==> src/rtl/debounce_array_if.sv <==
// debounce_array_if
// Groups the per-channel signals of the debounce array into one bundle.
//   org        raw asynchronous inputs, one bit per channel
//   debounced  accepted stable level per channel
//   rise       one-cycle pulse on an accepted 0->1 change
//   fall       one-cycle pulse on an accepted 1->0 change
//   hold       one-cycle long-press / auto-repeat pulses
//   phase_dbg  per-channel hold phase (0 = FIRST, 1 = REPEAT, 2 = IDLE)
// Modports: master drives org and observes the rest; slave is the conditioner.
// All outputs are plain registered levels/pulses; there is no valid/ready
// handshake, every bit is meaningful on every rising clock edge.
interface debounce_array_if #(
    parameter int WIDTH = 4
);
    logic [WIDTH-1:0]      org;
    logic [WIDTH-1:0]      debounced;
    logic [WIDTH-1:0]      rise;
    logic [WIDTH-1:0]      fall;
    logic [WIDTH-1:0]      hold;
    logic [WIDTH-1:0][1:0] phase_dbg;

    modport master (
        output org,
        input  debounced,
        input  rise,
        input  fall,
        input  hold,
        input  phase_dbg
    );

    modport slave (
        input  org,
        output debounced,
        output rise,
        output fall,
        output hold,
        output phase_dbg
    );
endinterface

==> src/rtl/debounce_array.sv <==
// debounce_array
// WIDTH independent input conditioners. Each lane synchronises its raw input,
// accepts a new level only after N consecutive mismatching cycles (any bounce
// back restarts the count), emits registered rise/fall pulses in the cycle the
// new level appears, and produces long-press / auto-repeat hold pulses.
// Ports:
//   clk        sole clock, rising edge
//   sys_rst_n  asynchronous active-low reset
//   bus        debounce_array_if slave modport (org in; debounced, rise,
//              fall, hold, phase_dbg out)
module debounce_array #(
    parameter int WIDTH       = 4,
    parameter int N           = 20,
    parameter int SYNC_STAGES = 2,
    parameter int HOLD_N      = 0,
    parameter int REPEAT_N    = 0
) (
    input  logic             clk,
    input  logic             sys_rst_n,
    debounce_array_if.slave  bus
);

    localparam int CW   = $clog2(N + 1);
    localparam int HMAX = (HOLD_N > REPEAT_N) ? HOLD_N : REPEAT_N;
    localparam int HW   = (HMAX < 1) ? 1 : $clog2(HMAX + 1);

    localparam logic [CW-1:0] CNT_LAST  = CW'(N - 1);
    localparam logic [HW-1:0] HOLD_LAST = HW'((HOLD_N > 0) ? HOLD_N - 1 : 0);
    localparam logic [HW-1:0] REP_LAST  = HW'((REPEAT_N > 0) ? REPEAT_N - 1 : 0);

    typedef enum logic [1:0] {
        PH_FIRST  = 2'd0,
        PH_REPEAT = 2'd1,
        PH_IDLE   = 2'd2
    } phase_e;

    for (genvar i = 0; i < WIDTH; i++) begin : g_lane
        logic [SYNC_STAGES-1:0] sync_q, sync_d;
        logic                   s;
        logic [CW-1:0]          cnt_q, cnt_d;
        logic                   deb_q, deb_d;
        logic                   rise_q, rise_d;
        logic                   fall_q, fall_d;

        assign s = sync_q[SYNC_STAGES-1];

        always_comb begin
            sync_d = {sync_q[SYNC_STAGES-2:0], bus.org[i]};
        end

        // Stability counter: any cycle where the synchronised input agrees
        // with the accepted level throws away the progress made so far.
        always_comb begin
            deb_d  = deb_q;
            cnt_d  = cnt_q;
            rise_d = 1'b0;
            fall_d = 1'b0;
            if (s == deb_q) begin
                cnt_d = '0;
            end else if (cnt_q == CNT_LAST) begin
                deb_d  = s;
                cnt_d  = '0;
                rise_d = s;
                fall_d = ~s;
            end else begin
                cnt_d = cnt_q + 1'b1;
            end
        end

        always_ff @(posedge clk or negedge sys_rst_n) begin
            if (!sys_rst_n) begin
                sync_q <= '0;
                cnt_q  <= '0;
                deb_q  <= 1'b0;
                rise_q <= 1'b0;
                fall_q <= 1'b0;
            end else begin
                sync_q <= sync_d;
                cnt_q  <= cnt_d;
                deb_q  <= deb_d;
                rise_q <= rise_d;
                fall_q <= fall_d;
            end
        end

        assign bus.debounced[i] = deb_q;
        assign bus.rise[i]      = rise_q;
        assign bus.fall[i]      = fall_q;

        if (HOLD_N > 0) begin : g_hold
            logic [HW-1:0] hcnt_q, hcnt_d;
            phase_e        ph_q, ph_d;
            logic          hold_q, hold_d;

            // Hold timing starts from the rise edge: the counter is held at
            // zero while the level is low and in the rise cycle itself. A fall
            // being registered this cycle wins over any pending pulse.
            always_comb begin
                hcnt_d = hcnt_q;
                ph_d   = ph_q;
                hold_d = 1'b0;
                if (!deb_q || rise_d || fall_d) begin
                    hcnt_d = '0;
                    ph_d   = PH_FIRST;
                end else begin
                    case (ph_q)
                        PH_FIRST: begin
                            if (hcnt_q == HOLD_LAST) begin
                                hold_d = 1'b1;
                                hcnt_d = '0;
                                ph_d   = (REPEAT_N > 0) ? PH_REPEAT : PH_IDLE;
                            end else begin
                                hcnt_d = hcnt_q + 1'b1;
                            end
                        end
                        PH_REPEAT: begin
                            if (hcnt_q == REP_LAST) begin
                                hold_d = 1'b1;
                                hcnt_d = '0;
                            end else begin
                                hcnt_d = hcnt_q + 1'b1;
                            end
                        end
                        default: begin
                            hcnt_d = '0;
                        end
                    endcase
                end
            end

            always_ff @(posedge clk or negedge sys_rst_n) begin
                if (!sys_rst_n) begin
                    hcnt_q <= '0;
                    ph_q   <= PH_FIRST;
                    hold_q <= 1'b0;
                end else begin
                    hcnt_q <= hcnt_d;
                    ph_q   <= ph_d;
                    hold_q <= hold_d;
                end
            end

            assign bus.hold[i]      = hold_q;
            assign bus.phase_dbg[i] = ph_q;
        end else begin : g_no_hold
            assign bus.hold[i]      = 1'b0;
            assign bus.phase_dbg[i] = PH_FIRST;
        end
    end

endmodule

==> src/flat_wrapper.sv <==
// flat-port wrapper written by rule: the top's interface ports become plain ports
module debounce_array_flat 
#(
    parameter int WIDTH       = 4,
    parameter int N           = 20,
    parameter int SYNC_STAGES = 2,
    parameter int HOLD_N      = 0,
    parameter int REPEAT_N    = 0
)
  (clk, sys_rst_n, bus_org, bus_debounced, bus_rise, bus_fall, bus_hold, bus_phase_dbg);
  debounce_array_if #(.WIDTH(WIDTH)) bus_i ();
  input  logic clk;
  input  logic sys_rst_n;
  input wire logic [$bits(bus_i.org)-1:0] bus_org;
  output wire logic [$bits(bus_i.debounced)-1:0] bus_debounced;
  output wire logic [$bits(bus_i.rise)-1:0] bus_rise;
  output wire logic [$bits(bus_i.fall)-1:0] bus_fall;
  output wire logic [$bits(bus_i.hold)-1:0] bus_hold;
  output wire logic [$bits(bus_i.phase_dbg)-1:0] bus_phase_dbg;
  assign bus_i.org = bus_org;
  assign bus_debounced = bus_i.debounced;
  assign bus_rise = bus_i.rise;
  assign bus_fall = bus_i.fall;
  assign bus_hold = bus_i.hold;
  assign bus_phase_dbg = bus_i.phase_dbg;
  debounce_array #(.WIDTH(WIDTH), .N(N), .SYNC_STAGES(SYNC_STAGES), .HOLD_N(HOLD_N), .REPEAT_N(REPEAT_N)) u_core (.clk(clk), .sys_rst_n(sys_rst_n), .bus(bus_i));
endmodule
==> config.mk <==
export PLATFORM = sky130hd
export DESIGN_NAME = debounce_array_flat
export DESIGN_NICKNAME = d
export VERILOG_FILES = /design/src/rtl/debounce_array_if.sv /design/src/rtl/debounce_array.sv /design/src/flat_wrapper.sv
export SDC_FILE = /design/constraint.sdc
export NUM_CORES = 1
export LEC_CHECK = 0
export BUFFER_PORTS_ARGS = -buffer_cell sky130_fd_sc_hd__buf_4
export CAP_MARGIN = 40
export CORE_MARGIN = 4
export CORE_UTILIZATION = 25
export DETAILED_ROUTE_END_ITERATION = 7
export SETUP_SLACK_MARGIN = 0.15
export SLEW_MARGIN = 20
export SYNTH_ARGS = -nofsm -noshare
export SYNTH_HDL_FRONTEND = slang
export SYNTH_SLANG_ARGS = --single-unit
==> constraint.sdc <==
create_clock -name clk -period 3.78 [get_ports clk]
set_input_delay 0 -clock clk [delete_from_list [all_inputs] [get_ports clk]]
set_output_delay 0 -clock clk [all_outputs]
set_load 0.03 [all_outputs]
==> results.md, run 1 <==
- Crit path cell chain: ha_1, nand4bb_1, mux2_2
- Setup crit end: u_core.g_lane[3].deb_q$_DFFE_PN0P_
- Overall die width: 91.4 microns
- Die Ht: 91.4 microns
- Total grt overflow: 0
- First-pass GRT wire length: 4390 microns
- R2r setup slk: 2.47 ns
- Max Buffers Root-to-Sink: 2
- CP endpoint kind: flip-flop
- Yosys reg bits: 40
- Status: finished clean
- Post-Route WL: 2400 microns
- Mean Syn Cell Area: 12.9 sq um
- Residual DRC: 0
- Max cap viols: 0
- Distinct cells, synth: 19
- Initial Utilization: 0.256
- Htree depth: 2
- Iteration-0 DRC Markers: 25
- Multi-input gate area: 601 sq um
- Area growth from synthesis to layout: 15.5%
- Core area: 0.00679 sq mm
- Worst Hold Class: in -> async
- DR WL/cell: 9.67 microns
- Sequential share of the synthesized area: 0.575
- RSZ-0062 raised after global routing: false
- 1st-pass router iterations: 3
- CP peak stage delay: 0.40 ns
- Most frequent cells in the layout: dfrtp_1 (40), buf_4 (17), nor2_1 (14), conb_1 (12), xor2_1 (10)
- Max Fclk: 765 MHz
- Critical path class: reg -> reg
- Internal power: 0.659 mW
- Static Leakage: 0.944 nW
- Via count: 883
- Maximum vdd drop: 0.130 mV
- DIE AREA: 0.00836 sq mm
- Final setup skew: 0.00836 ns
- Root buf cell: clkbuf_8
- Cell Area, Synth: 0.00174 sq mm
- CP max stage cell: dfrtp_1
- Most common cell after layout, fill and taps aside: dfrtp_1
- Port Buf Inserts: 17
- Required time of the critical path: 3.95 ns
- Fillcell total: 686
- Setup TNS: 0 ns
- R2r startpoint: u_core.g_lane[3].cnt_q[0]$_DFF_PN0_
- Worst-path maximum fanout: 4
- Final GP Congestion: 0.762
- Reg power frac: 0.531
- Pwr Total: 0.854 mW
- Count of final setup violators: 0
- Sequential standard cell area: 0.00100 sq mm
- Switch share: 0.229
- Share of cells above drive strength 1: 0.230
- GRT Util Overall: 0.0667
- Tcrit/Tclk final: 0.346
- CP Launch Point: u_core.g_lane[3].cnt_q[0]$_DFF_PN0_
- Antenna violations before repair: 0
- Hold Vio Cnt, Final: 0
- TritonCTS clock tree: yes
- Clk_lat worst skew: 0.29 ns
- Vias in the first global route: 949
- DP HPWL: 1630 microns
- Sw power: 0.196 mW
- Io pins: 30
- Slew Viols, Final: 0
- CTS buffer count: 5
- Clock power share: 0.402
- Tmin final: 1.31 ns
- FF-to-FF path depth: 3
- Clk pin slew, worst setup/hold paths: 0.08 ns
- Row count: 30
- Largest net degree at the start of global routing: 41
- Syn. warnings: 0
- Critical path launch point type: flip-flop
- Power share of the combinational group: 0.068
- Antenna Cells: 0
- Buffer count from post-CTS setup fixing: 0
- Via/cell ratio: 3.56
- CTS sink cnt: 40
- Pwr dens: 425 mW/mm^2
- Cells after Synth: 135
- Worst EP arrival: 1.48 ns
- Worst R2R End: u_core.g_lane[3].deb_q$_DFFE_PN0P_
- Antenna Nets Post-Route: 0
- Final nets: 161
power groups by stage:
stage	clock, mW	combinational, mW	sequential (mW)
floorplan	0	0.0478	0.460
global placement	0	0.0551	0.462
detailed placement	0	0.0544	0.462
CTS	0.357	0.0590	0.453
global route	0.375	0.0663	0.456
finish	0.343	0.0578	0.453
critical path: cells and delay by family (launching register included):
| family | cells | cell delay (ns) |
|---|---|---|
| flops | 1 | 0.40 |
| fa+ha+maj | 1 | 0.26 |
| mux | 1 | 0.35 |
| simple gates | 1 | 0.19 |
routing by layer:
metal | vias to the layer above | GRT usage | wire length [microns]
met5 | - | 0 | 0
met4 | 0 | 0.0339 | 40
met3 | 5 | 0.0257 | 140
met2 | 20 | 0.103 | 1090
met1 | 417 | 0.0800 | 1130
li1 | 441 | - | -
final cells by class:
class                      instances  area share
clock buffer                       5      0.0342
clock inverter                     3      0.0212
multi-input combinational         82       0.299
sequential                        40       0.498
tap                               96      0.0597
timing repair buffer              22      0.0884
cells in the mapped netlist, drive strengths merged:
master | instances | area share
nor2 | 14 | 0.030
a32o | 1 | 0.0065
conb | 1 | 0.0022
xnor2 | 5 | 0.025
xor2 | 10 | 0.050
buf | 24 | 0.10
mux2i | 1 | 0.0058
mux2 | 4 | 0.026
nand4bb | 4 | 0.054
nand2b | 1 | 0.0036
ha | 4 | 0.029
a21boi | 1 | 0.0043
and2 | 2 | 0.0086
nand3 | 7 | 0.020
nand2 | 5 | 0.011
nor3b | 8 | 0.035
and3 | 3 | 0.011
dfrtp | 40 | 0.58
repair_timing:
| action | CTS | global route |
|---|---|---|
| hold buffers | 5 | 0 |
| resized for setup | 0 | 0 |
| hold endpoints to repair | 44 | 0 |
| setup endpoints to repair | 0 | 0 |
sequential cells by signal, summed over array words and instances, names as in the netlist:
signal and count:
u_core.g_lane.rise_q 4, u_core.g_lane.fall_q 4, u_core.g_lane.sync_q 8, u_core.g_lane.cnt_q 20, u_core.g_lane.deb_q 4
how the worst min path moves through the flow:
stage          startpoint                                   to  slack, ns  cells after the start
3_5_place_dp    sys_rst_n    u_core.g_lane[1].fall_q$_DFF_PN0_      0.008                      1
3_3_place_gp    sys_rst_n  u_core.g_lane[1].cnt_q[4]$_DFF_PN0_       0.01                      1
4_1_cts         sys_rst_n    u_core.g_lane[1].rise_q$_DFF_PN0_       0.23                      2
2_1_floorplan   sys_rst_n  u_core.g_lane[0].cnt_q[0]$_DFF_PN0_      -0.30                      0
6_report        sys_rst_n   u_core.g_lane[1].deb_q$_DFFE_PN0P_       0.22                      2
5_1_grt         sys_rst_n    u_core.g_lane[1].rise_q$_DFF_PN0_       0.28                      2
cell families after synthesis:
kind of cell,after synthesis,synth area share
mux,5,0.0316
buf+inv,24,0.104
other cells,1,0.00215
flops,40,0.575
xor+xnor,15,0.0755
fa+ha+maj,4,0.0288
compound gates,2,0.0108
simple gates,44,0.173
metrics by stage:
stage          setup slack (ns)  utilization  area, sq um  hold WS (ns)  std cells
4_1_cts                    2.48        0.296         2010         0.234        248
5_1_grt                    2.40        0.296         2010         0.283        248
2_1_floorplan              2.55            -         1780        -0.296        146
3_3_place_gp               2.52        0.272         1850        0.0142        235
6_report                   2.47        0.296         2010         0.218        248
3_5_place_dp               2.49        0.272         1850       0.00791        235
Note: power is estimated with default switching activity, not from simulation.
==> run 2: changes to the inputs <==
ABC_AREA = 1   (was unset)
clock period = 1.3 ns   (was 3.78 ns; I/O delays follow)
==> run 2 against run 1 <==
Effect of this change: via count is 27% higher; global-route usage increased by 0.24 points; first-iteration DRC count down 24%; clock skew fell by 0.0016 ns; critical path depth is 3 higher; largest cell class unchanged; combinational power rose to 3.3 times the previous value; register-to-register slack got worse by 2.3 ns; critical path type unchanged; largest power group unchanged; maximum frequency rose by 21%; utilization is 0.70 points higher.
==> results.md, run 2 <==
- Antenna Nets Post-Route: 0 (unchanged)
- Cell Area, Synth: 0.00176 sq mm (+1.2%)
- Vias in the first global route: 1,075 (+13%)
- Worst EP arrival: 1.30 ns (-0.18 ns)
- Maximum vdd drop: 0.331 mV (+150%)
- Status: finished clean
- Max Fclk: 924 MHz (+21%)
- Overall die width: 91.9 microns (+0.52%)
- Distinct cells, synth: 16 (-3)
- First-pass GRT wire length: 4610 microns (+5.0%)
- Number of flip-flops in the largest register: 20 (unchanged)
- Most area-hungry cell type in the Yosys netlist: dfrtp_1
- Clk pin slew, worst setup/hold paths: 0.08 ns (about the same)
- Post-Route WL: 2680 microns (+12%)
- TritonCTS clock tree: yes
- DIE AREA: 0.00845 sq mm (+1.1%)
- DP HPWL: 1790 microns (+9.9%)
- Htree depth: 2 (unchanged)
- Via count: 1,125 (+27%)
- CP endpoint kind: flip-flop
- Largest net degree at the start of global routing: 41 (unchanged)
- Tmin final: 1.08 ns (-0.225 ns)
- Antenna Cells: 0 (unchanged)
- Static Leakage: 0.993 nW (+5.3%)
- FF-to-FF path depth: 6 (+3)
- RSZ-0062 raised after global routing: true
- Max Used Layer: met4
- Number of synthesized flops with an enable pin: 0 (unchanged)
- DR WL/cell: 8.89 microns (-8.0%)
- Initial Utilization: 0.258 (+0.00152)
- Syn. warnings: 0 (unchanged)
- Total grt overflow: 0 (unchanged)
- Tcrit/Tclk final: 0.832 (+0.486)
- Actual slew at the worst max-slew pin: 0.502 ns
- Yosys reg bits: 40 (unchanged)
- Post-synth top cells: dfrtp_1 (40), nor2_1 (30), nand2_1 (29)
- Cells after Synth: 185 (+37%)
- Die Ht: 91.9 microns (+0.52%)
- Slew Viols, Final: 0 (unchanged)
- CP Buf/Inv Count: 2 (+2)
- Io pins: 30 (unchanged)
- Clk_lat worst skew: 0.28 ns (about the same)
- Port Buf Inserts: 17 (unchanged)
- Count of final setup violators: 0 (unchanged)
- GRT Util Overall: 0.0692 (+0.00244)
- Core area: 0.00683 sq mm (+0.55%)
- CP top delay family: flip-flops
- Synth top area share: 0.569 (-0.00654)
- Residual DRC: 0 (unchanged)
- Final nets: 214 (+33%)
- Met3 WL: 143 microns (+2.1%)
- Via/cell ratio: 3.74 (+5.0%)
- CTS buffer count: 5 (unchanged)
- 1st-pass router iterations: 4 (+1)
- Registers with the most flip-flops: u_core.g_lane.cnt_q x20, u_core.g_lane.sync_q x8
- Metal2 WL: 1290 microns (+18%)
- Hold Vio Cnt, Final: 0 (unchanged)
- CP max stage cell: dfrtp_1
- Count leader, synth: dfrtp_1
- Pwr dens: 1140 mW/mm^2 (+170%)
- Iteration-0 DRC Markers: 19 (-24%)
- Ranking of synthesized cells by area: dfrtp_1 (57%), buf_4 (10%), nor2_1 (6.4%), nand2_1 (6.2%), inv_1 (4.5%)
- Required time of the critical path: 1.52 ns (-2.43 ns)
- Number of cells on the critical path: 6 (+3)
- CP peak stage delay: 0.42 ns (+0.02 ns)
- Sequential share of the synthesized area: 0.569 (-0.00654)
- Row count: 30 (unchanged)
- Max cap viols: 0 (unchanged)
- Most common cell after layout, fill and taps aside: dfrtp_1
- Max_slew headroom: 0.665
- Worst-path maximum fanout: 5 (+1)
- Root buf cell: clkbuf_8
- Ys flop type: dfrtp_1
- Setup TNS: 0 ns (unchanged)
- Fillcell total: 726 (+5.8%)
- Critical path launch point type: flip-flop
- Final GP Congestion: 0.724 (-5.0%)
- Most frequent cells in the layout: dfrtp_1 (40), nor2_1 (30), nand2_1 (28), inv_1 (21), buf_4 (20)
- Top reg by flops: u_core.g_lane.cnt_q
- Worst Hold Class: in -> async
- Dpl ws: 0.162 ns (-2.33 ns)
- Critical path class: reg -> reg
- Mean Syn Cell Area: 9.52 sq um (-26%)
- Final setup skew: 0.00678 ns (-0.00158 ns)
- Max Buffers Root-to-Sink: 2 (unchanged)
- Worst setup margin: 0.218 ns (-2.26 ns)
- Antenna violations before repair: 0 (unchanged)
- M1 WL: 1200 microns (+6.2%)
- Share of cells above drive strength 1: 0.180 (-0.0498)
- Crit path cell chain: ha_4, nand2_1, inv_1, nand2_4, buf_4, nor2_1
- Area growth from synthesis to layout: 17.6%
- Post-synth ARST share: 1.00 (unchanged)
- CTS sink cnt: 40 (unchanged)
## run 2: changes by cell type after synthesis, sizes merged, moves of 5 or more
| cell | delta |
|---|---|
| nand4 | +6 |
| inv | +21 |
| xor2 | -9 |
| nand2 | +28 |
| nor3b | -8 |
| nor2 | +16 |
| nand3 | +5 |
## run 2: worst paths after layout
kind	slack [ns]	startpoint	endpoint
worst max-delay path	0.22	u_core.g_lane[2].cnt_q[0]$_DFF_PN0_	u_core.g_lane[2].rise_q$_DFF_PN0_
worst min-delay path	0.23	sys_rst_n	u_core.g_lane[1].deb_q$_DFFE_PN0P_
worst max register to register	0.22	u_core.g_lane[2].cnt_q[0]$_DFF_PN0_	u_core.g_lane[2].rise_q$_DFF_PN0_
worst min register to register	0.35	u_core.g_lane[2].sync_q[0]$_DFF_PN0_	u_core.g_lane[2].sync_q[1]$_DFF_PN0_
max in group asynchronous	0.72	sys_rst_n	u_core.g_lane[0].cnt_q[0]$_DFF_PN0_
min in group clk	0.35	u_core.g_lane[2].sync_q[0]$_DFF_PN0_	u_core.g_lane[2].sync_q[1]$_DFF_PN0_
## run 2: what timing repair did
item	in CTS	in global routing
pin swaps	0	1
endpoints found under the hold margin	44	0
buffers inserted	0	3
resized for setup	1	10
setup endpoints to repair	1	22
hold buffers	5	0
cloned	0	0
## run 2: cells by family after synthesis
kind of cell / Yosys count / share of synthesized area
other: 1 / 0.00213
AO/OA/AOI/OAI: 7 / 0.0199
AND/OR/NAND/NOR: 82 / 0.204
buffers and inverters: 45 / 0.147
flip-flops: 40 / 0.569
XOR/XNOR: 6 / 0.0299
adder cells (fa/ha/maj): 4 / 0.0284
## run 2: layer usage
metal	GRT usage	vias up
met1	0.0808	520
met4	0.0334	0
met5	0	-
met2	0.111	25
met3	0.0271	6
li1	-	574
## run 2: layout make-up
class,instances,area (sq um),share of cell area
sequential,40,1000,0.484
clock buffer,8,90.1,0.0435
tap,96,120,0.0580
inverter,21,78.8,0.0381
timing repair buffer,25,200,0.0967
multi-input combinational,111,579,0.280
## run 2: report_power, final
| part | switching (mW) | internal (mW) | leakage [nW] | total (mW) |
|---|---|---|---|---|
| logic | 0.125 | 0.0671 | 0.418 | 0.192 |
| registers | 0.0408 | 1.29 | 0.530 | 1.33 |
| clock network | 0.402 | 0.433 | 0.0455 | 0.835 |
| total | 0.568 | 1.79 | 0.993 | 2.35 |
## run 2: per-stage QoR
stage           util  hold slack [ns]  instances  instance area, sq um  power, mW
2_1_floorplan      -           -0.296        196                  1800       1.49
3_3_place_gp   0.274           0.0174        285                  1870       1.51
3_5_place_dp   0.274           0.0162        285                  1870       1.52
4_1_cts        0.295            0.243        298                  2010       2.38
5_1_grt        0.303            0.295        301                  2070       2.47
6_report       0.303            0.227        301                  2070       2.35
